`src/rtl/mac_pkg.sv`:
```
// Shared types and constants for the signed multiply-accumulate sequencer.
// Holds the FSM state encoding, default widths and the product sign-extension helper.
// Combinational only; no latency or flow control of its own.
package mac_pkg;

  localparam int DEF_DATA_W = 8;
  localparam int DEF_ACC_W  = 20;
  localparam int DEF_CNT_W  = 8;

  typedef enum logic [1:0] {
    IDLE  = 2'd0,
    RUN   = 2'd1,
    DRAIN = 2'd2,
    DONE  = 2'd3
  } state_t;

  // Widen a full-precision signed product to the accumulator width.
  function automatic logic [DEF_ACC_W-1:0] sext_prod(input logic [2*DEF_DATA_W-1:0] p);
    return {{(DEF_ACC_W - 2*DEF_DATA_W){p[2*DEF_DATA_W-1]}}, p};
  endfunction

endpackage

```
`src/rtl/mac_datapath.sv`:
```
// Operand register, registered signed product and wrapping accumulator with sticky overflow.
// Latency: accept at edge k -> product at k+1 -> accumulator at k+2; one pair per cycle.
// No backpressure: every accepted pair flows through; the sequencer gates acceptance.
module mac_datapath import mac_pkg::*; #(
  parameter int DATA_W = DEF_DATA_W,
  parameter int ACC_W  = DEF_ACC_W
) (
  input  logic              clk,
  input  logic              rst,
  input  logic              clr,
  input  logic              in_fire,
  input  logic [DATA_W-1:0] a,
  input  logic [DATA_W-1:0] b,
  output logic [ACC_W-1:0]  acc_out,
  output logic              overflow,
  output logic              drain_busy
);

  logic [DATA_W-1:0]          a_q, a_d, b_q, b_d;
  logic                       op_vld_q, op_vld_d;
  logic [2*DATA_W-1:0]        prod_q, prod_d;
  logic                       prod_vld_q, prod_vld_d;
  logic [ACC_W-1:0]           acc_q, acc_d;
  logic                       ovf_q, ovf_d;
  logic signed [2*DATA_W-1:0] a_ext, b_ext;
  logic [ACC_W-1:0]           addend, sum;

  // Next-state for operand capture, product stage and accumulate stage.
  always_comb begin
    a_d        = a_q;
    b_d        = b_q;
    op_vld_d   = in_fire;
    prod_d     = prod_q;
    prod_vld_d = op_vld_q;
    acc_d      = acc_q;
    ovf_d      = ovf_q;
    a_ext      = {{DATA_W{a_q[DATA_W-1]}}, a_q};
    b_ext      = {{DATA_W{b_q[DATA_W-1]}}, b_q};
    addend     = sext_prod(prod_q);
    sum        = acc_q + addend;
    if (in_fire) begin
      a_d = a;
      b_d = b;
    end
    if (op_vld_q) begin
      prod_d = a_ext * b_ext;
    end
    if (clr) begin
      acc_d = '0;
      ovf_d = 1'b0;
    end else if (prod_vld_q) begin
      acc_d = sum;
      // Same-sign addends whose sum flips sign have wrapped.
      if ((acc_q[ACC_W-1] == addend[ACC_W-1]) && (sum[ACC_W-1] != acc_q[ACC_W-1])) begin
        ovf_d = 1'b1;
      end
    end
  end

  // Pipeline registers; reset discards anything in flight.
  always_ff @(posedge clk or posedge rst) begin
    if (rst) begin
      a_q        <= '0;
      b_q        <= '0;
      op_vld_q   <= 1'b0;
      prod_q     <= '0;
      prod_vld_q <= 1'b0;
      acc_q      <= '0;
      ovf_q      <= 1'b0;
    end else begin
      a_q        <= a_d;
      b_q        <= b_d;
      op_vld_q   <= op_vld_d;
      prod_q     <= prod_d;
      prod_vld_q <= prod_vld_d;
      acc_q      <= acc_d;
      ovf_q      <= ovf_d;
    end
  end

  assign acc_out  = acc_q;
  assign overflow = ovf_q;
  // A pending product lands on the same edge the sequencer leaves DRAIN,
  // so only the operand stage has to be empty before moving on.
  assign drain_busy = op_vld_q;

endmodule

```
`src/rtl/mac_sequencer.sv`:
```
// Sequences one multiply-accumulate job: latch term count, accept pairs, present the sum.
// Latency: result valid in the cycle after edge k+2 of the final accept (zero terms: next cycle).
// in_ready only while terms remain in RUN; result held in DONE until out_ready.
module mac_sequencer import mac_pkg::*; #(
  parameter int DATA_W = DEF_DATA_W,
  parameter int ACC_W  = DEF_ACC_W,
  parameter int CNT_W  = DEF_CNT_W
) (
  input  logic              clk,
  input  logic              rst,
  input  logic              start,
  input  logic [CNT_W-1:0]  num_terms,
  input  logic              in_valid,
  output logic              in_ready,
  input  logic [DATA_W-1:0] a,
  input  logic [DATA_W-1:0] b,
  output logic              out_valid,
  input  logic              out_ready,
  output logic [ACC_W-1:0]  acc_out,
  output logic              busy,
  output logic              overflow
);

  state_t           state_q, state_d;
  logic [CNT_W-1:0] cnt_q, cnt_d, nterms_q, nterms_d;
  logic             in_fire, clr, drain_busy;

  // FSM next-state, term counting and handshake outputs.
  always_comb begin
    state_d   = state_q;
    cnt_d     = cnt_q;
    nterms_d  = nterms_q;
    clr       = 1'b0;
    in_ready  = 1'b0;
    in_fire   = 1'b0;
    out_valid = 1'b0;
    case (state_q)
      IDLE: begin
        if (start) begin
          clr      = 1'b1;
          nterms_d = num_terms;
          cnt_d    = '0;
          state_d  = (num_terms == '0) ? DONE : RUN;
        end
      end
      RUN: begin
        in_ready = (cnt_q < nterms_q);
        in_fire  = in_valid && in_ready;
        if (in_fire) begin
          cnt_d = cnt_q + CNT_W'(1);
          if (cnt_d == nterms_q) begin
            state_d = DRAIN;
          end
        end
      end
      DRAIN: begin
        if (!drain_busy) begin
          state_d = DONE;
        end
      end
      DONE: begin
        out_valid = 1'b1;
        if (out_ready) begin
          state_d = IDLE;
        end
      end
      default: state_d = IDLE;
    endcase
  end

  // State, counter and latched term count.
  always_ff @(posedge clk or posedge rst) begin
    if (rst) begin
      state_q  <= IDLE;
      cnt_q    <= '0;
      nterms_q <= '0;
    end else begin
      state_q  <= state_d;
      cnt_q    <= cnt_d;
      nterms_q <= nterms_d;
    end
  end

  assign busy = (state_q != IDLE);

  mac_datapath #(
    .DATA_W (DATA_W),
    .ACC_W  (ACC_W)
  ) u_datapath (
    .clk        (clk),
    .rst        (rst),
    .clr        (clr),
    .in_fire    (in_fire),
    .a          (a),
    .b          (b),
    .acc_out    (acc_out),
    .overflow   (overflow),
    .drain_busy (drain_busy)
  );

endmodule

```
`config.mk`:
```
export PLATFORM = sky130hd
export DESIGN_NAME = mac_sequencer
export DESIGN_NICKNAME = d
export VERILOG_FILES = /design/src/rtl/mac_pkg.sv /design/src/rtl/mac_datapath.sv /design/src/rtl/mac_sequencer.sv
export SDC_FILE = /design/constraint.sdc
export NUM_CORES = 1
export LEC_CHECK = 0
export CORE_MARGIN = 10
export CORE_UTILIZATION = 35
export DETAILED_ROUTE_END_ITERATION = 10
export PLACE_DENSITY_LB_ADDON = 0.15
export SLEW_MARGIN = 10
export SYNTH_ARGS = -nofsm -noshare
export SYNTH_HDL_FRONTEND = slang
export SYNTH_HIERARCHICAL = 1
export SYNTH_SLANG_ARGS = --single-unit
```
`constraint.sdc`:
```
create_clock -name clk -period 10.2 [get_ports clk]
set_input_delay 1.53 -clock clk [delete_from_list [all_inputs] [get_ports clk]]
set_output_delay 1.53 -clock clk [all_outputs]
set_load 0.005 [all_outputs]
```
==> flow_summary.toml <==
[global_route]
grt_pass1_wl_um = 26300
grt_pass1_vias = 5174
grt_remaining_overflow = 0
grt_max_degree = 56
antenna_found_initial = 0
track_usage = 0.123

[clocking]
clk_latency_ps = 340
cts_buffers = 9
cts_max_level = 3
clk_pin_slew_ps = 60
clock_path_buffers = 2
cts_root_buffer = "clkbuf_16"
cts_tree = "done"
clkSinkCount = 73
ctsResizeCount = 0
cts_hold_buf = 0
post_cts.repair.setup_buffers = 0

[placement]
globalplace.congestion = 0.816
dp_hpwl_um = 12000
placed_cell_area_um2 = 7550
port_buffers = 52

[detailed_routing]
drt_iter0_markers = 198
dr_wl_met2_um = 6810
top_layer_used = "met4"
num_vias = 4999
routed_wl_um = 15200
drt_pre_antenna_iters = 4
antenna_left = 0
dr_wl_met3_um = 553
wl_met1_um = 7650
drc = 0
post_drt_via_cell_ratio = 4.93
post_drt_wl_per_cell_um = 15.0

[finish]
area_growth_pct = 16.8
fin_area_um2 = 7880
final_util = 0.419
nets = 896
diodes = 0
drive_gt1_frac = 0.0796

[setup_path]
crit_path_frequent_cell = "inv_1"
critPathLaunchType = "register"
crit_arrival_ps = 4840
cp_max_fo = 9
worst-endpoint-required_ps = 10390
endpoint_kind = "register"
crit_slowest_cell = "fa_1"
crit_type = "reg -> reg"
slowest_delay_ps = 640
crit_chain = "nand2_1 -> inv_1 -> fa_1 -> inv_1 -> fa_1 -> inv_1 -> fa_1 -> inv_1 -> fa_1 -> inv_1 -> ha_1 -> and4_1 -> a22o_1 -> o221ai_1 -> xnor2_1 -> a21oi_1"

[synthesis]
ys_seq_area_frac = 0.271
syn-num-nets = 845
synth-xor-area-share = 0.0415
syn_area_um2 = 6750
syn_inst = 698
synth_top_family_by_area = "adder cells"
yosys.area_share.simple = 0.150
synth_edf_count = 0
synth_compound_area_frac = 0.134
ys_ff_latch = 73
yosys.area_share.adder = 0.281
ys_warn_count = 6
syn_area_per_cell_um2 = 9.67
ys.flop_type = "dfrtp_1"
synthMuxAreaShare = 0.0569
yosysUniqueCellTypes = 62
async_flop_share = 1.00

[sta]
slew_violations = 0
fin_tns_setup_ps = 0
max_freq_ghz = 0.215
holdWs_ps = 498
worst_pin_slew_ps = 858
final-setup-viol-count = 0
post-route-period-util = 0.456
timing.slew.headroom = 0.428
finalClockSkew_ps = 5.91
min_period_ps = 4660
grt_setup_unrepaired = "false"
hold_violations = 0

[die]
die_w_um = 159
dieArea_um2 = 25200
top_level_ports = 53
core_um2 = 18800
initial_utilization = 0.358
die_y_um = 159
rows = 50

[run]
drv_cap = 0

[worst_hold_path]
hold_path_class = "reg -> reg"

[run_status]
status = "finished clean"
[per-stage QoR]
stage	worst slack (ps)	instances
finish	5540	1014
global route	5250	1014
CTS	5500	1014
detailed placement	5510	998
global placement	5680	998
floorplan	5890	698
[Yosys cell counts (all sizes together), types with 9 or more instances]
library cell / number / area [um^2]
a211oi: 9 / 67.6
a21o: 11 / 85.1
a21oi: 23 / 115
a31oi: 11 / 68.8
and2: 47 / 297
clkbuf: 10 / 37.5
dfrtp: 73 / 1830
fa: 56 / 1120
ha: 62 / 776
inv: 101 / 379
mux2: 27 / 304
nand2: 41 / 154
nand3: 13 / 65.1
nor2: 30 / 113
nor2b: 13 / 81.3
nor3: 9 / 45.0
o21a: 9 / 67.6
o21ai: 31 / 155
xnor2: 23 / 201
xor2: 9 / 78.8
[cells in the final DEF, fill, tap and decap left out, drive strengths merged, types with 11 or more instances in the layout]
master         netlist  final
a21o                11     11
a21oi               23     23
a31oi               11     11
and2                47     47
clkdlybuf4s50        0     52
dfrtp               73     73
fa                  56     56
ha                  62     62
inv                101    102
mux2                27     27
nand2               41     41
nand3               13     13
nor2                30     30
nor2b               13     13
o21ai               31     31
xnor2               23     23
[logic make-up (layout without fill, tap and decap cells)]
family / after synthesis / count (layout)
flip-flops: 73 / 73
adder cells (fa/ha/maj): 118 / 118
XOR/XNOR: 32 / 32
AND/OR/NAND/NOR: 189 / 189
AO/OA/AOI/OAI: 135 / 135
multiplexers: 35 / 35
buffers and inverters: 116 / 172
[final timing paths]
check                                     startpoint                    end  slack (ps)  cells after the start
worst min-delay path            u_datapath/prod_q[7]   u_datapath/prod_q[7]         500                      1
worst max-delay path               u_datapath/b_q[2]  u_datapath/prod_q[15]        5540                     16
worst max register to register     u_datapath/b_q[2]  u_datapath/prod_q[15]        5540                     16
worst min register to register  u_datapath/prod_q[7]   u_datapath/prod_q[7]         500                      1
min in group asynchronous                        rst             state_q[1]        1670                      2
max in group asynchronous                        rst      u_datapath/b_q[3]        7980                      3
[state kept, by name, summed over array words and instances, names as in the netlist]
register and count:
cnt_q 8, nterms_q 8, state_q 2, u_datapath/a_q 8, u_datapath/acc_out 20, u_datapath/b_q 8
u_datapath/drain_busy 1, u_datapath/overflow 1, u_datapath/prod_q 16, u_datapath/prod_vld_q 1
[routing by layer]
metal	up-vias	global-route usage
met5	-	0
met4	0	0.0268
li1	2475	-
met2	75	0.195
met3	10	0.0292
met1	2439	0.165
[final cells by class]
class	count	area (um^2)
Tap cell	260	325
Timing Repair Buffer	54	536
Fill cell	1854	10900
Clock buffer	10	239
Inverter	102	383
Clock inverter	6	90.1
Sequential cell	73	1830
Multi-Input combinational cell	509	4480
[critical path: cells and delay by family (launching register included)]
kind	cells	cell delay (ps)
AOI/OAI and AO/OA	3	540
xor gates and xnor gates	1	160
and+or+nand+nor	2	340
adders and majority gates	5	2600
DFF	1	460
buffers and inverters	5	400
Power is not shown: default switching activity piles up to over one toggle a cycle in this logic, so the estimate is an artifact.
